==> config.mk <==
export PLATFORM = sky130hd
export DESIGN_NAME = branch_resolve
export DESIGN_NICKNAME = d
export VERILOG_FILES = /design/src/rtl/rv_pkg.sv /design/src/rtl/br_cmp.sv /design/src/rtl/branch_resolve.sv
export SDC_FILE = /design/constraint.sdc
export NUM_CORES = 1
export LEC_CHECK = 0
export ABC_CLOCK_PERIOD_IN_PS = 2000
export CAP_MARGIN = 20
export CORE_MARGIN = 3
export CORE_UTILIZATION = 43
export CTS_CLUSTER_DIAMETER = 30
export DETAILED_ROUTE_END_ITERATION = 8
export PLACE_DENSITY = 0.79
export SLEW_MARGIN = 0
export SYNTH_ARGS = -nofsm -noshare
export SYNTH_HDL_FRONTEND = slang
export SYNTH_SLANG_ARGS = --single-unit
==> constraint.sdc <==
create_clock -name clk -period 2 [get_ports clk]
set_clock_uncertainty 0.2 [all_clocks]
set_input_delay 0.4 -clock clk [delete_from_list [all_inputs] [get_ports clk]]
set_output_delay 0.4 -clock clk [all_outputs]
set_load 0.1 [all_outputs]
==> src/rtl/rv_pkg.sv <==
// Shared RV64 control-flow types and constants for the execute-stage branch path.
package rv_pkg;

  localparam int XLEN       = 64;
  localparam int AW         = 32;
  localparam int SHADOW_DEF = 2;

  typedef enum logic [1:0] {
    NONE   = 2'd0,
    BRANCH = 2'd1,
    JAL    = 2'd2,
    JALR   = 2'd3
  } br_type_t;

  typedef enum logic {
    S_IDLE   = 1'b0,
    S_SHADOW = 1'b1
  } br_state_t;

  localparam logic [2:0] F3_BEQ  = 3'b000;
  localparam logic [2:0] F3_BNE  = 3'b001;
  localparam logic [2:0] F3_BLT  = 3'b100;
  localparam logic [2:0] F3_BGE  = 3'b101;
  localparam logic [2:0] F3_BLTU = 3'b110;
  localparam logic [2:0] F3_BGEU = 3'b111;

endpackage

==> src/rtl/br_cmp.sv <==
// Conditional-branch direction evaluator; reserved encodings 010/011 resolve not-taken.
module br_cmp
  import rv_pkg::*;
#(
  parameter int XLEN = rv_pkg::XLEN
) (
  input  logic [2:0]      funct3,
  input  logic [XLEN-1:0] rs1_data,
  input  logic [XLEN-1:0] rs2_data,
  output logic            taken
);

  always_comb begin
    taken = 1'b0;
    case (funct3)
      F3_BEQ:  taken = (rs1_data == rs2_data);
      F3_BNE:  taken = (rs1_data != rs2_data);
      F3_BLT:  taken = ($signed(rs1_data) <  $signed(rs2_data));
      F3_BGE:  taken = ($signed(rs1_data) >= $signed(rs2_data));
      F3_BLTU: taken = (rs1_data <  rs2_data);
      F3_BGEU: taken = (rs1_data >= rs2_data);
      default: taken = 1'b0;
    endcase
  end

endmodule

==> src/rtl/branch_resolve.sv <==
// Execute-stage branch resolution: redirect, predictor update, link writeback, squash window.
//   state    | meaning
//   S_IDLE   | accepting control-flow instructions
//   S_SHADOW | redirect in flight; squash high, inputs ignored while counter runs down
module branch_resolve
  import rv_pkg::*;
#(
  parameter int XLEN   = rv_pkg::XLEN,
  parameter int AW     = rv_pkg::AW,
  parameter int SHADOW = rv_pkg::SHADOW_DEF
) (
  input  logic            clk,
  input  logic            rst,
  input  logic            in_valid,
  input  logic [1:0]      br_type,
  input  logic [2:0]      funct3,
  input  logic [AW-1:0]   pc,
  input  logic [XLEN-1:0] imm,
  input  logic [XLEN-1:0] rs1_data,
  input  logic [XLEN-1:0] rs2_data,
  input  logic            pred_taken,
  input  logic [AW-1:0]   pred_target,
  output logic            mispred,
  output logic [AW-1:0]   r_addr,
  output logic            squash,
  output logic            upd_valid,
  output logic [AW-1:0]   upd_pc,
  output logic            upd_taken,
  output logic [AW-1:0]   upd_target,
  output logic            link_valid,
  output logic [XLEN-1:0] link_data,
  output logic            exc_misalign
);

  localparam logic [2:0] SHADOW_CNT = 3'(SHADOW);

  br_type_t        bt;
  br_state_t       state_q, state_d;
  logic [2:0]      cnt_q, cnt_d;
  logic            cmp_taken, taken, is_jump, misalign, mis, accept;
  logic [XLEN-1:0] jalr_sum;
  logic [AW-1:0]   target, seq_pc, redirect;
  logic [XLEN-AW-1:0] unused_jalr_hi;

  logic            mispred_q, upd_valid_q, upd_taken_q, link_valid_q, exc_q;
  logic [AW-1:0]   r_addr_q, upd_pc_q, upd_target_q;
  logic [XLEN-1:0] link_data_q;

  assign bt = br_type_t'(br_type);

  br_cmp #(.XLEN(XLEN)) u_cmp (
    .funct3   (funct3),
    .rs1_data (rs1_data),
    .rs2_data (rs2_data),
    .taken    (cmp_taken)
  );

  always_comb begin
    jalr_sum = rs1_data + imm;
    seq_pc   = pc + AW'(4);
    is_jump  = (bt == JAL) || (bt == JALR);
    target   = (bt == JALR) ? {jalr_sum[AW-1:1], 1'b0} : (pc + imm[AW-1:0]);
    taken    = (bt == BRANCH) ? cmp_taken : is_jump;
    misalign = taken && target[1];
    mis      = (taken != pred_taken) || (taken && (target != pred_target));
    redirect = taken ? target : seq_pc;
  end

  assign unused_jalr_hi = jalr_sum[XLEN-1:AW];
  assign accept = in_valid && (bt != NONE) && (state_q == S_IDLE);

  always_ff @(posedge clk or negedge rst) begin
    if (!rst) begin
      state_q <= S_IDLE;
      cnt_q   <= 3'd0;
    end else begin
      state_q <= state_d;
      cnt_q   <= cnt_d;
    end
  end

  always_comb begin
    state_d = state_q;
    cnt_d   = cnt_q;
    case (state_q)
      S_IDLE: begin
        if (accept && (mis || misalign)) begin
          state_d = S_SHADOW;
          cnt_d   = SHADOW_CNT;
        end
      end
      S_SHADOW: begin
        if (cnt_q == 3'd1) begin
          state_d = S_IDLE;
          cnt_d   = 3'd0;
        end else begin
          cnt_d = cnt_q - 3'd1;
        end
      end
      default: begin
        state_d = S_IDLE;
        cnt_d   = 3'd0;
      end
    endcase
  end

  always_comb begin
    squash = (state_q == S_SHADOW);
  end

  // Pulses clear every cycle; payload registers only load on an accepted instruction.
  always_ff @(posedge clk or negedge rst) begin
    if (!rst) begin
      mispred_q    <= 1'b0;
      exc_q        <= 1'b0;
      upd_valid_q  <= 1'b0;
      link_valid_q <= 1'b0;
      upd_taken_q  <= 1'b0;
      r_addr_q     <= '0;
      upd_pc_q     <= '0;
      upd_target_q <= '0;
      link_data_q  <= '0;
    end else begin
      mispred_q    <= accept && mis && !misalign;
      exc_q        <= accept && misalign;
      upd_valid_q  <= accept && !misalign;
      link_valid_q <= accept && !misalign && is_jump;
      if (accept) begin
        r_addr_q     <= redirect;
        upd_pc_q     <= pc;
        upd_taken_q  <= taken;
        upd_target_q <= target;
        link_data_q  <= {{(XLEN-AW){1'b0}}, seq_pc};
      end
    end
  end

  assign mispred      = mispred_q;
  assign exc_misalign = exc_q;
  assign upd_valid    = upd_valid_q;
  assign link_valid   = link_valid_q;
  assign upd_taken    = upd_taken_q;
  assign r_addr       = r_addr_q;
  assign upd_pc       = upd_pc_q;
  assign upd_target   = upd_target_q;
  assign link_data    = link_data_q;

endmodule
==> impl_results.html, run 1 <==
<table>
<tr><th>Metric</th><th>Value</th></tr>
<tr><th colspan="2">Synth</th></tr>
<tr><td>Fraction of the mapped netlist area in compound gates</td><td>20.7%</td></tr>
<tr><td>Fraction of synthesized area in multiplexers</td><td>around 4.7%</td></tr>
<tr><td>Library cell occupying the most area in the post-synthesis netlist</td><td>dfrtp_1</td></tr>
<tr><td>Primary flip-flop cell chosen by synthesis mapping</td><td>dfrtp_1</td></tr>
<tr><td>Mean post-synth cell area</td><td>approximately 7.9 sq um</td></tr>
<tr><td>Top cells by area in the synthesized netlist</td><td>dfrtp_1 26%, ha_1 13%, nand2_1 8.4%, o21ai_0 5.5%, a21oi_1 3.9%</td></tr>
<tr><td>Synthesis warning total</td><td>0</td></tr>
<tr><td>Number of register bits inferred by synthesis</td><td>approximately 140</td></tr>
<tr><td>Post-synthesis share of cell area spent on xor and xnor gates</td><td>7.78%</td></tr>
<tr><td>Distinct cell type count of the synthesized netlist</td><td>85</td></tr>
<tr><td>Synth Area in Adders</td><td>between 10% and 20%</td></tr>
<tr><td>Synth Cell Area</td><td>around 0.013 sq mm</td></tr>
<tr><td>Number of enable-type register cells in the synthesized netlist</td><td>0</td></tr>
<tr><td>Fraction of synthesis flops using an asynchronous set or reset pin</td><td>100%</td></tr>
<tr><td>Post-synthesis cell count</td><td>approximately 1600</td></tr>
<tr><td>Main combinational cell family by area after synthesis</td><td>compound AO/OA/AOI/OAI gates</td></tr>
<tr><td>Portion of the post-synthesis area used by sequential elements</td><td>between 20% and 30%</td></tr>
<tr><td>Synth top area share</td><td>26.4%</td></tr>
<tr><td>Simple logic cell fraction of the synthesized area</td><td>about 21%</td></tr>
<tr><th colspan="2">Timing</th></tr>
<tr><td>Worst endpoint type</td><td>register input</td></tr>
<tr><td>Post-GRT worst EP</td><td>squash$_DFF_PN0_/D</td></tr>
<tr><th colspan="2">GRT</th></tr>
<tr><td>Sum of overflow across all layers after global routing</td><td>3</td></tr>
<tr><td>Largest net degree at the start of global routing</td><td>46</td></tr>
<tr><td>Total GRT Usage</td><td>between 60% and 70%</td></tr>
<tr><th colspan="2">Placed design</th></tr>
<tr><td>Post-detailed-placement half-perimeter wirelength</td><td>~47000 um</td></tr>
<tr><td>Post-DP Area</td><td>between 0.02 and 0.025 sq mm</td></tr>
<tr><td>Number of buffer cells added on primary ports</td><td>between 300 and 400</td></tr>
<tr><td>Final weighted congestion of routability-driven global placement</td><td>0.952</td></tr>
<tr><th colspan="2">Run status</th></tr>
<tr><td>First logged error message</td><td>[ERROR GRT-0232] Routing congestion too high. Check the congestion heatmap in the GUI.</td></tr>
<tr><td>Stage where the flow stopped</td><td>global routing</td></tr>
<tr><td>Status</td><td>stopped before the end</td></tr>
<tr><th colspan="2">Floorplanning</th></tr>
<tr><td>Boundary pin count</td><td>between 400 and 500</td></tr>
<tr><td>Row cnt</td><td>62</td></tr>
<tr><td>Initial cell density of the core</td><td>between 40% and 50%</td></tr>
<tr><td>Die W</td><td>roughly 180 um</td></tr>
<tr><td>Height of the die</td><td>between 150 and 200 um</td></tr>
<tr><th colspan="2">CTS</th></tr>
<tr><td>Number of H-tree branching levels</td><td>4</td></tr>
<tr><td>Clk sink count</td><td>~140</td></tr>
<tr><td>Root buf cell</td><td>clkbuf_16</td></tr>
<tr><td>Max Root-Sink Buffers</td><td>2</td></tr>
<tr><td>Clock buffer count from CTS</td><td>17</td></tr>
</table>
-- metal layers --
metal,track usage (%),overflow
met1,65.1,0
met2,86.6,1
met3,53.9,0
met4,65.5,2
met5,27.9,0
-- cells in the mapped netlist, types with 5 or more instances --
master,n
nor3_1,24
xor2_1,54
ha_1,128
dfrtp_1,135
buf_2,7
o22ai_1,5
a211o_1,7
inv_1,91
a21o_1,29
a31oi_1,12
and4_1,9
buf_1,9
nand4_1,44
nand2b_1,6
o21ai_0,140
xnor2_1,52
or3_1,7
nor3b_1,6
mux2i_1,28
nor2_1,81
and3_1,19
o21a_1,12
a221o_1,5
mux2_2,28
a21oi_1,100
o21bai_1,8
a211oi_1,11
o2111ai_1,5
o31ai_1,6
clkbuf_1,56
and2_1,11
nand3_1,43
nor2b_1,5
nor4_1,11
a221oi_1,11
buf_4,34
nand2_1,287
o211ai_1,16
-- logic make-up after synthesis --
logic type	Yosys count
simple gates	569
compound gates	417
buf+inv	198
flops	135
fa+ha+maj	130
xor+xnor	109
mux	56
other cells	1
-- stage by stage --
step	hold WS, ns	worst slack (ns)	TNS, ns	instances
floorplan	-0.0956	-1.67	-57.38	1646
global placement	0.139	-2.55	-158.01	2732
detailed placement	0.142	-2.62	-164.28	2732
CTS	0.0848	-1.64	-68.52	2851
-- what timing repair did --
action | in CTS
hold buffers | 1
endpoints found under the hold margin | 41
cloned | 5
resized for setup | 902
setup buffers | 97
pin swaps | 207
setup endpoints to repair | 95
==> run 2, diff against run 1 <==
Settings changed: ABC_CLOCK_PERIOD_IN_PS 2000 to 2600, CORE_UTILIZATION 43 to 40, CTS_CLUSTER_DIAMETER 30 to not set, PLACE_DENSITY 0.79 to not set, PLACE_DENSITY_LB_ADDON set to 0.15.
Clock period 2 ns to 2.6 ns, I/O delays scaled along.
==> impl_results.html, run 2 <==
<table>
<tr><th>Metric</th><th>Value</th></tr>
<tr><th colspan="2">Setup path</th></tr>
<tr><td>Crit path capture type</td><td>register</td></tr>
<tr><td>CP Data Required Time</td><td>roughly 2.7 ns</td></tr>
<tr><td>Arrival time of data at the critical path endpoint</td><td>3.86 ns</td></tr>
<tr><td>Biggest fanout along the worst timing path</td><td>5</td></tr>
<tr><td>Critical Path Source Type</td><td>input pin</td></tr>
<tr><td>Category of the critical setup timing path</td><td>in2reg</td></tr>
<tr><th colspan="2">Synth</th></tr>
<tr><td>Library cell with the highest instance count after synthesis</td><td>nand2_1</td></tr>
<tr><td>Most common library cells after synthesis</td><td>287 x nand2_1, 140 x o21ai_0, 135 x dfrtp_1, 128 x ha_1, 100 x a21oi_1</td></tr>
<tr><td>Library cell occupying the most area in the post-synthesis netlist</td><td>dfrtp_1</td></tr>
<tr><td>Fraction of synthesis flops using an asynchronous set or reset pin</td><td>100% (unchanged)</td></tr>
<tr><td>Synthesis warning total</td><td>0 (unchanged)</td></tr>
<tr><td>Mean post-synth cell area</td><td>7.92 sq um (unchanged)</td></tr>
<tr><td>Synth Cell Area</td><td>0.0128 sq mm (unchanged)</td></tr>
<tr><td>Distinct cell type count of the synthesized netlist</td><td>85 (unchanged)</td></tr>
<tr><td>Number of enable-type register cells in the synthesized netlist</td><td>0 (unchanged)</td></tr>
<tr><td>Top cells by area in the synthesized netlist</td><td>dfrtp_1 26%, ha_1 13%, nand2_1 8.4%, o21ai_0 5.5%, a21oi_1 3.9%</td></tr>
<tr><td>Synth top area share</td><td>26.4% (unchanged)</td></tr>
<tr><td>Post-synthesis cell count</td><td>1615 (unchanged)</td></tr>
<tr><td>Primary flip-flop cell chosen by synthesis mapping</td><td>dfrtp_1</td></tr>
<tr><td>Number of register bits inferred by synthesis</td><td>135 (unchanged)</td></tr>
<tr><td>Portion of the post-synthesis area used by sequential elements</td><td>26.4% (unchanged)</td></tr>
<tr><th colspan="2">Placed design</th></tr>
<tr><td>Worst slack after detailed placement</td><td>-2.20 ns (+0.422 ns)</td></tr>
<tr><td>Number of buffer cells added on primary ports</td><td>366 (unchanged)</td></tr>
<tr><td>Post-detailed-placement half-perimeter wirelength</td><td>41900 um (-10%)</td></tr>
<tr><td>Final weighted congestion of routability-driven global placement</td><td>0.933 (-2.0%)</td></tr>
<tr><td>Placed Cells</td><td>2737 (+0.18%)</td></tr>
<tr><th colspan="2">Floorplanning</th></tr>
<tr><td>Boundary pin count</td><td>431 (unchanged)</td></tr>
<tr><td>Core ar.</td><td>0.0311 sq mm</td></tr>
<tr><td>Die Footprint</td><td>0.0342 sq mm</td></tr>
<tr><td>Height of the die</td><td>185 um (+3.6%)</td></tr>
<tr><td>Row cnt</td><td>64 (+3.2%)</td></tr>
<tr><td>Initial cell density of the core</td><td>41.2% (-2.9 points)</td></tr>
<tr><td>Die W</td><td>185 um (+3.6%)</td></tr>
<tr><th colspan="2">Drt</th></tr>
<tr><td>Detailed Route Iter0 Violations</td><td>between 1000 and 1500</td></tr>
<tr><td>Final wirelength</td><td>around 56000 um</td></tr>
<tr><td>Count of vias placed by the detailed router</td><td>between 15000 and 20000</td></tr>
<tr><td>Routed WL per cell</td><td>a little under 20 um</td></tr>
<tr><td>Via density per instance</td><td>5.52</td></tr>
<tr><td>Remaining routing DRC violations</td><td>0</td></tr>
<tr><td>Initial DRT Pass Iterations</td><td>5</td></tr>
<tr><td>Count of nets left with antenna violations after detail routing</td><td>0</td></tr>
<tr><th colspan="2">Timing</th></tr>
<tr><td>Least-Margin Pin Slew</td><td>between 0.5 and 0.6 ns</td></tr>
<tr><td>Share of the clock period used by the worst path after layout</td><td>145%</td></tr>
<tr><td>Number of setup violations in the final report</td><td>58</td></tr>
<tr><td>Number of hold-slack violations in the final timing report</td><td>0</td></tr>
<tr><td>Worst hold margin</td><td>~0.23 ns</td></tr>
<tr><td>Top achievable clock speed</td><td>roughly 270 MHz</td></tr>
<tr><td>Max-slew violation count</td><td>0</td></tr>
<tr><td>Worst Slack Setup Final</td><td>-1.17 ns</td></tr>
<tr><td>RSZ-0062 raised after global routing</td><td>yes</td></tr>
<tr><td>Time the final worst path needs with I/O delays and setup</td><td>between 3 and 4 ns</td></tr>
<tr><td>Worst max-slew margin expressed relative to the limit</td><td>65.3%</td></tr>
<tr><th colspan="2">CTS</th></tr>
<tr><td>Clk slew on worst S/H paths</td><td>around 0.06 ns</td></tr>
<tr><td>Clock insertion delay at the later pin of the skew report</td><td>0.42 ns</td></tr>
<tr><td>Clk sink count</td><td>135 (unchanged)</td></tr>
<tr><td>Number of H-tree branching levels</td><td>4 (unchanged)</td></tr>
<tr><td>Clock buffer count from CTS</td><td>17 (unchanged)</td></tr>
<tr><td>Root buf cell</td><td>clkbuf_16</td></tr>
<tr><td>Max Root-Sink Buffers</td><td>2 (unchanged)</td></tr>
<tr><td>TritonCTS clock tree</td><td>yes</td></tr>
<tr><th colspan="2">Hold path</th></tr>
<tr><td>Worst hold path type</td><td>in2reg</td></tr>
<tr><th colspan="2">GRT</th></tr>
<tr><td>Largest net degree at the start of global routing</td><td>69</td></tr>
<tr><td>Antenna violations before repair</td><td>7</td></tr>
<tr><td>Sum of overflow across all layers after global routing</td><td>0</td></tr>
<tr><td>Wire length of the first global-routing pass</td><td>approximately 86000 um</td></tr>
<tr><td>Number of global-route vias before repair</td><td>roughly 16000</td></tr>
<tr><td>Total GRT Usage</td><td>around a third</td></tr>
<tr><th colspan="2">Run status</th></tr>
<tr><td>Status</td><td>finished, violations left</td></tr>
<tr><td>Violated checks</td><td>negative setup slack</td></tr>
<tr><th colspan="2">Cells and area</th></tr>
<tr><td>Multi-input gate area</td><td>between 0.01 and 0.015 sq mm</td></tr>
<tr><td>Most common cell after layout, fill and taps aside</td><td>buf_4</td></tr>
<tr><td>Layout filler cell count</td><td>about 2200</td></tr>
<tr><td>Layout Area Growth over Synthesis</td><td>84.2%</td></tr>
<tr><td>Highest-count cells in the layout ignoring fill and taps</td><td>584 x buf_4, 279 x nand2_1, 135 x dfrtp_1</td></tr>
<tr><td>Non-filler instance count after layout</td><td>roughly 2900</td></tr>
<tr><td>Fraction of layout cells with a size suffix above 1</td><td>between 40% and 50%</td></tr>
<tr><td>Share of the core filled with cells in the final layout</td><td>about 76%</td></tr>
<tr><td>Register cell area after layout</td><td>~0.0034 sq mm</td></tr>
<tr><td>Layout net count</td><td>approximately 2800</td></tr>
<tr><th colspan="2">Power and ir drop</th></tr>
<tr><td>Pwr dens</td><td>around 900 mW/mm^2</td></tr>
<tr><td>Max rail drop VDD</td><td>~1.2 mV</td></tr>
<tr><td>Leakage Power</td><td>~11 nW</td></tr>
<tr><th colspan="2">Job</th></tr>
<tr><td>Reported max-cap violation count</td><td>0</td></tr>
</table>
-- run 2: cell counts after synthesis --
No cell type changed its count.
-- run 2: power by group --
group | switching, mW | internal [mW] | total, mW
sequential | 0.661 | 3.08 | 3.74
clock | 0.935 | 1.75 | 2.69
combinational | 10.7 | 4.14 | 14.9
total | 12.3 | 8.96 | 21.3
-- run 2: layer usage --
| layer | share of wire, % | vias to the layer above | global-route usage [%] | routed length (um) |
|---|---|---|---|---|
| li1 | - | 7379 | - | - |
| met4 | 3.4 | 4 | 11.7 | 1920 |
| met5 | 0.037 | - | 0 | 21 |
| met1 | 41 | 7568 | 41.4 | 22900 |
| met3 | 8.2 | 131 | 5.60 | 4600 |
| met2 | 48 | 701 | 52.9 | 26800 |
-- run 2: logic make-up after synthesis --
kind of cell	Yosys count	share of synthesized area [%]
other	1	0.0293
adder cells (fa/ha/maj)	130	12.8
XOR/XNOR	109	7.78
AO/OA/AOI/OAI	417	20.7
buffers and inverters	198	6.93
flip-flops	135	26.4
multiplexers	56	4.66
AND/OR/NAND/NOR	569	20.6
-- run 2: critical path, cell delays in order --
cell	delay, ns
buf_8	0.10
buf_6	0.11
ha_4	0.26
a21o_1	0.19
a221oi_4	0.11
or4_4	0.44
buf_6	0.13
a2111o_1	0.47
a21oi_2	0.22
nor3b_4	0.07
or3_1	0.39
a211oi_2	0.22
nand4_1	0.18
nor4_4	0.19
buf_6	0.17
o221ai_2	0.09
-- run 2: cell type report --
type                       count  share of cell area [%]
antenna                        7                  0.0743
clock buffer                  20                    1.94
clock inverter                11                   0.834
inverter                      91                    1.59
multi-input combinational   1313                    47.9
sequential                   135                    14.3
tap                          396                    2.10
timing repair buffer         887                    31.3
-- run 2: per-stage QoR --
stage	setup TNS, ns	area, sq um	power, mW
finish	-42.53	23600	21.3
global route	-47.20	23600	22.2
CTS	-38.61	23100	21.0
detailed placement	-109.28	20200	17.5
global placement	-105.74	20200	17.4
floorplan	-29.93	13700	13.6
-- run 2: repair_timing --
action,in CTS,in global routing
endpoints found under the setup margin,78,69
hold buffers,1,0
setup buffers,75,29
pin swaps,197,111
resized for setup,743,156
hold endpoints to repair,51,0
cloned,5,0
-- run 2: final timing paths --
| check | startpoint | endpoint | slack, ns | cells past startpoint |
|---|---|---|---|---|
| max in group asynchronous | rst | upd_pc[21]$_DFFE_PN0P_ | 1.12 | 3 |
| max reg2reg | squash$_DFF_PN0_ | r_addr[28]$_DFFE_PN0P_ | 0.83 | 6 |
| min reg2reg | upd_pc[15]$_DFFE_PN0P_ | upd_pc[15]$_DFFE_PN0P_ | 0.28 | 2 |
| max | imm[2] | squash$_DFF_PN0_ | -1.17 | 16 |
| min in group asynchronous | rst | upd_target[5]$_DFFE_PN0P_ | 0.43 | 2 |
| min | pc[0] | upd_pc[0]$_DFFE_PN0P_ | 0.23 | 4 |
No activity file was read; power rests on OpenSTA's default activity.
==> run 3, diff against run 2 <==
Settings changed: CORE_ASPECT_RATIO set to 2.
==> impl_results.html, run 3 (synthesis results as in run 2) <==
<table>
<tr><th>Metric</th><th>Value</th></tr>
<tr><th colspan="2">Run status</th></tr>
<tr><td>Status</td><td>finished, violations left</td></tr>
<tr><td>Violated checks</td><td>negative setup slack</td></tr>
<tr><th colspan="2">Placed design</th></tr>
<tr><td>Final weighted congestion of routability-driven global placement</td><td>0.952 (+2.0%)</td></tr>
<tr><td>Placed Cells</td><td>2777 (+1.5%)</td></tr>
<tr><td>Post-detailed-placement half-perimeter wirelength</td><td>44200 um (+5.5%)</td></tr>
<tr><td>Number of buffer cells added on primary ports</td><td>366 (unchanged)</td></tr>
<tr><th colspan="2">Setup path</th></tr>
<tr><td>Critical Path Source Type</td><td>input pin</td></tr>
<tr><td>CP Data Required Time</td><td>2.67 ns (about the same)</td></tr>
<tr><td>CP max stage delay</td><td>0.45 ns (-0.02 ns)</td></tr>
<tr><td>Count of buffer and inverter cells on the critical path</td><td>7 (+3)</td></tr>
<tr><td>Crit path capture type</td><td>register</td></tr>
<tr><td>Worst path top cell family by delay</td><td>compound AO/OA/AOI/OAI gates</td></tr>
<tr><td>Most frequent cell on the critical path</td><td>buf_6</td></tr>
<tr><td>Cell with the largest stage delay on the worst path</td><td>o41a_1</td></tr>
<tr><td>Category of the critical setup timing path</td><td>in2reg</td></tr>
<tr><td>Biggest fanout along the worst timing path</td><td>5 (unchanged)</td></tr>
<tr><td>Arrival time of data at the critical path endpoint</td><td>4.06 ns (+0.20 ns)</td></tr>
<tr><td>Ordered list of cells on the worst path</td><td>buf_8 -&gt; buf_6 -&gt; ha_4 -&gt; buf_6 -&gt; o211ai_1 -&gt; o211ai_1 -&gt; a21oi_2 -&gt; buf_6 -&gt; buf_6 -&gt; a2111oi_4 -&gt; buf_4 -&gt; o41a_1 -&gt; a221oi_2 -&gt; xnor2_1 -&gt; xnor2_1 -&gt; a31oi_2 -&gt; nor4_4 -&gt; buf_6 -&gt; o221ai_2</td></tr>
<tr><th colspan="2">Cells and area</th></tr>
<tr><td>Fraction of layout cells with a size suffix above 1</td><td>45.9% (-1.4 points)</td></tr>
<tr><td>Most common cell after layout, fill and taps aside</td><td>buf_4</td></tr>
<tr><td>Layout Area Growth over Synthesis</td><td>84.3% (about the same)</td></tr>
<tr><td>Layout net count</td><td>2843 (+0.11%)</td></tr>
<tr><td>Layout filler cell count</td><td>2385 (+6.2%)</td></tr>
<tr><td>Share of the core filled with cells in the final layout</td><td>74.8% (-1.1 points)</td></tr>
<tr><td>Highest-count cells in the layout ignoring fill and taps</td><td>568 x buf_4, 278 x nand2_1, 135 x dfrtp_1</td></tr>
<tr><td>Multi-input gate area</td><td>0.0112 sq mm (-0.78%)</td></tr>
<tr><td>Non-filler instance count after layout</td><td>2893 (+1.2%)</td></tr>
<tr><td>Register cell area after layout</td><td>0.00338 sq mm (unchanged)</td></tr>
<tr><th colspan="2">Drt</th></tr>
<tr><td>Initial DRT Pass Iterations</td><td>6 (+1)</td></tr>
<tr><td>Count of nets left with antenna violations after detail routing</td><td>0 (unchanged)</td></tr>
<tr><td>Count of vias placed by the detailed router</td><td>15748 (-0.22%)</td></tr>
<tr><td>Via density per instance</td><td>5.44 (-1.4%)</td></tr>
<tr><td>Routed WL per cell</td><td>20.0 um (+1.6%)</td></tr>
<tr><td>Final wirelength</td><td>57800 um (+2.8%)</td></tr>
<tr><td>Remaining routing DRC violations</td><td>0 (unchanged)</td></tr>
<tr><td>Detailed Route Iter0 Violations</td><td>777 (-30%)</td></tr>
<tr><th colspan="2">CTS</th></tr>
<tr><td>Root buf cell</td><td>clkbuf_16</td></tr>
<tr><td>Clk sink count</td><td>135 (unchanged)</td></tr>
<tr><td>Number of H-tree branching levels</td><td>4 (unchanged)</td></tr>
<tr><td>Clock insertion delay at the later pin of the skew report</td><td>0.41 ns (about the same)</td></tr>
<tr><td>Clk slew on worst S/H paths</td><td>0.06 ns (about the same)</td></tr>
<tr><td>Clock buffer count from CTS</td><td>17 (unchanged)</td></tr>
<tr><td>TritonCTS clock tree</td><td>yes</td></tr>
<tr><td>Max Root-Sink Buffers</td><td>2 (unchanged)</td></tr>
<tr><th colspan="2">Floorplanning</th></tr>
<tr><td>Height of the die</td><td>259 um (+40%)</td></tr>
<tr><td>Initial cell density of the core</td><td>40.6% (-0.61 points)</td></tr>
<tr><td>Core ar.</td><td>0.0315 sq mm (+1.5%)</td></tr>
<tr><td>Die W</td><td>132 um (-28%)</td></tr>
<tr><td>Boundary pin count</td><td>431 (unchanged)</td></tr>
<tr><td>Row cnt</td><td>92 (+44%)</td></tr>
<tr><td>Die Footprint</td><td>0.0343 sq mm (+0.38%)</td></tr>
<tr><th colspan="2">Power and ir drop</th></tr>
<tr><td>Max rail drop VDD</td><td>0.980 mV (-16%)</td></tr>
<tr><td>Leakage Power</td><td>11.1 nW (+0.43%)</td></tr>
<tr><td>Pwr dens</td><td>887 mW/mm^2 (-1.8%)</td></tr>
<tr><th colspan="2">Timing</th></tr>
<tr><td>Number of hold-slack violations in the final timing report</td><td>0 (unchanged)</td></tr>
<tr><td>Least-Margin Pin Slew</td><td>0.633 ns (+0.113 ns)</td></tr>
<tr><td>Top achievable clock speed</td><td>251 MHz (-5.3%)</td></tr>
<tr><td>RSZ-0062 raised after global routing</td><td>yes</td></tr>
<tr><td>Worst Slack Setup Final</td><td>-1.38 ns (-0.211 ns)</td></tr>
<tr><td>Share of the clock period used by the worst path after layout</td><td>153% (+8.1 points)</td></tr>
<tr><td>Max-slew violation count</td><td>0 (unchanged)</td></tr>
<tr><td>Worst max-slew margin expressed relative to the limit</td><td>57.8% (-7.5 points)</td></tr>
<tr><td>Number of setup violations in the final report</td><td>60 (+3.4%)</td></tr>
<tr><td>Time the final worst path needs with I/O delays and setup</td><td>3.98 ns (+0.211 ns)</td></tr>
<tr><th colspan="2">GRT</th></tr>
<tr><td>Antenna violations before repair</td><td>9 (+2)</td></tr>
<tr><td>Number of global-route vias before repair</td><td>16359 (+2.4%)</td></tr>
<tr><td>Sum of overflow across all layers after global routing</td><td>0 (unchanged)</td></tr>
<tr><td>Largest net degree at the start of global routing</td><td>64 (-7.2%)</td></tr>
<tr><td>Total GRT Usage</td><td>31.8% (+0.071 points)</td></tr>
<tr><td>Wire length of the first global-routing pass</td><td>86300 um (+0.83%)</td></tr>
<tr><th colspan="2">Hold path</th></tr>
<tr><td>Worst hold path type</td><td>in2reg</td></tr>
<tr><th colspan="2">Job</th></tr>
<tr><td>Reported max-cap violation count</td><td>0 (unchanged)</td></tr>
</table>
run 3: cell types whose count changed in the layout (fill, tap and decap cells not counted), sizes merged:
cell / delta
dlygate4sd2: +32
clkbuf: -12
buf: -10
clkdlybuf4s15: -10
bufinv: -5
dlymetal6s2s: +3
inv: +3
clkinvlp: +2
diode: +2
clkinv: +1
run 3: final timing paths:
check	slack [ns]	depth (start not counted)	startpoint	to
max in group asynchronous	1.10	3	rst	upd_pc[31]$_DFFE_PN0P_
worst min register to register	0.28	2	upd_pc[14]$_DFFE_PN0P_	upd_pc[14]$_DFFE_PN0P_
worst min-delay path	0.26	4	pc[0]	upd_pc[0]$_DFFE_PN0P_
min in group asynchronous	0.46	2	rst	r_addr[2]$_DFFE_PN0P_
worst max register to register	0.77	5	squash$_DFF_PN0_	link_data[25]$_DFFE_PN0P_
worst max-delay path	-1.38	19	imm[2]	squash$_DFF_PN0_
run 3: metrics by stage:
step | setup TNS (ns) | power [mW] | setup slack, ns | hold slack, ns | cell area (sq um)
final | -49.71 | 20.9 | -1.38 | 0.257 | 23600
after global routing | -56.07 | 21.7 | -1.51 | 0.287 | 23600
after CTS | -49.71 | 20.6 | -1.43 | 0.235 | 23100
after detailed placement | -116.82 | 17.7 | -2.35 | 0.265 | 20400
after global placement | -113.69 | 17.5 | -2.27 | 0.261 | 20400
after floorplan | -29.93 | 13.6 | -1.19 | 0.0244 | 13700
run 3: layout make-up:
cell class / instances / area share, %
antenna: 9 / 0.0955
clock buffer: 20 / 1.89
clock inverter: 12 / 0.393
inverter: 91 / 1.59
multi-input combinational: 1313 / 47.5
sequential: 135 / 14.3
tap: 423 / 2.24
timing repair buffer: 890 / 32.0
run 3: worst min-delay path: cells and delay by family:
| family | cells | cell delay [ns] |
|---|---|---|
| and+or+nand+nor | 2 | 0.10 |
| buffers and inverters | 2 | 0.24 |
run 3: report_power, final:
group	switching [mW]	internal, mW	total (mW)
logic	10.8	4.15	15.0
registers	0.650	3.07	3.72
clock network	0.949	1.25	2.20
total	12.4	8.48	20.9
run 3: layer usage:
layer  routed length, um  GRT usage, %
met1               19800          31.8
met2               30900          60.6
met4                4760          22.7
met3                2370          3.04
met5                   0             0
run 3: what timing repair did:
item	4_1_cts	5_1_grt
hold buffers	1	0
cloned	7	0
endpoints found under the setup margin	78	69
buffers inserted	69	31
hold endpoints to repair	60	0
pin swaps	184	99
resized for setup	683	140
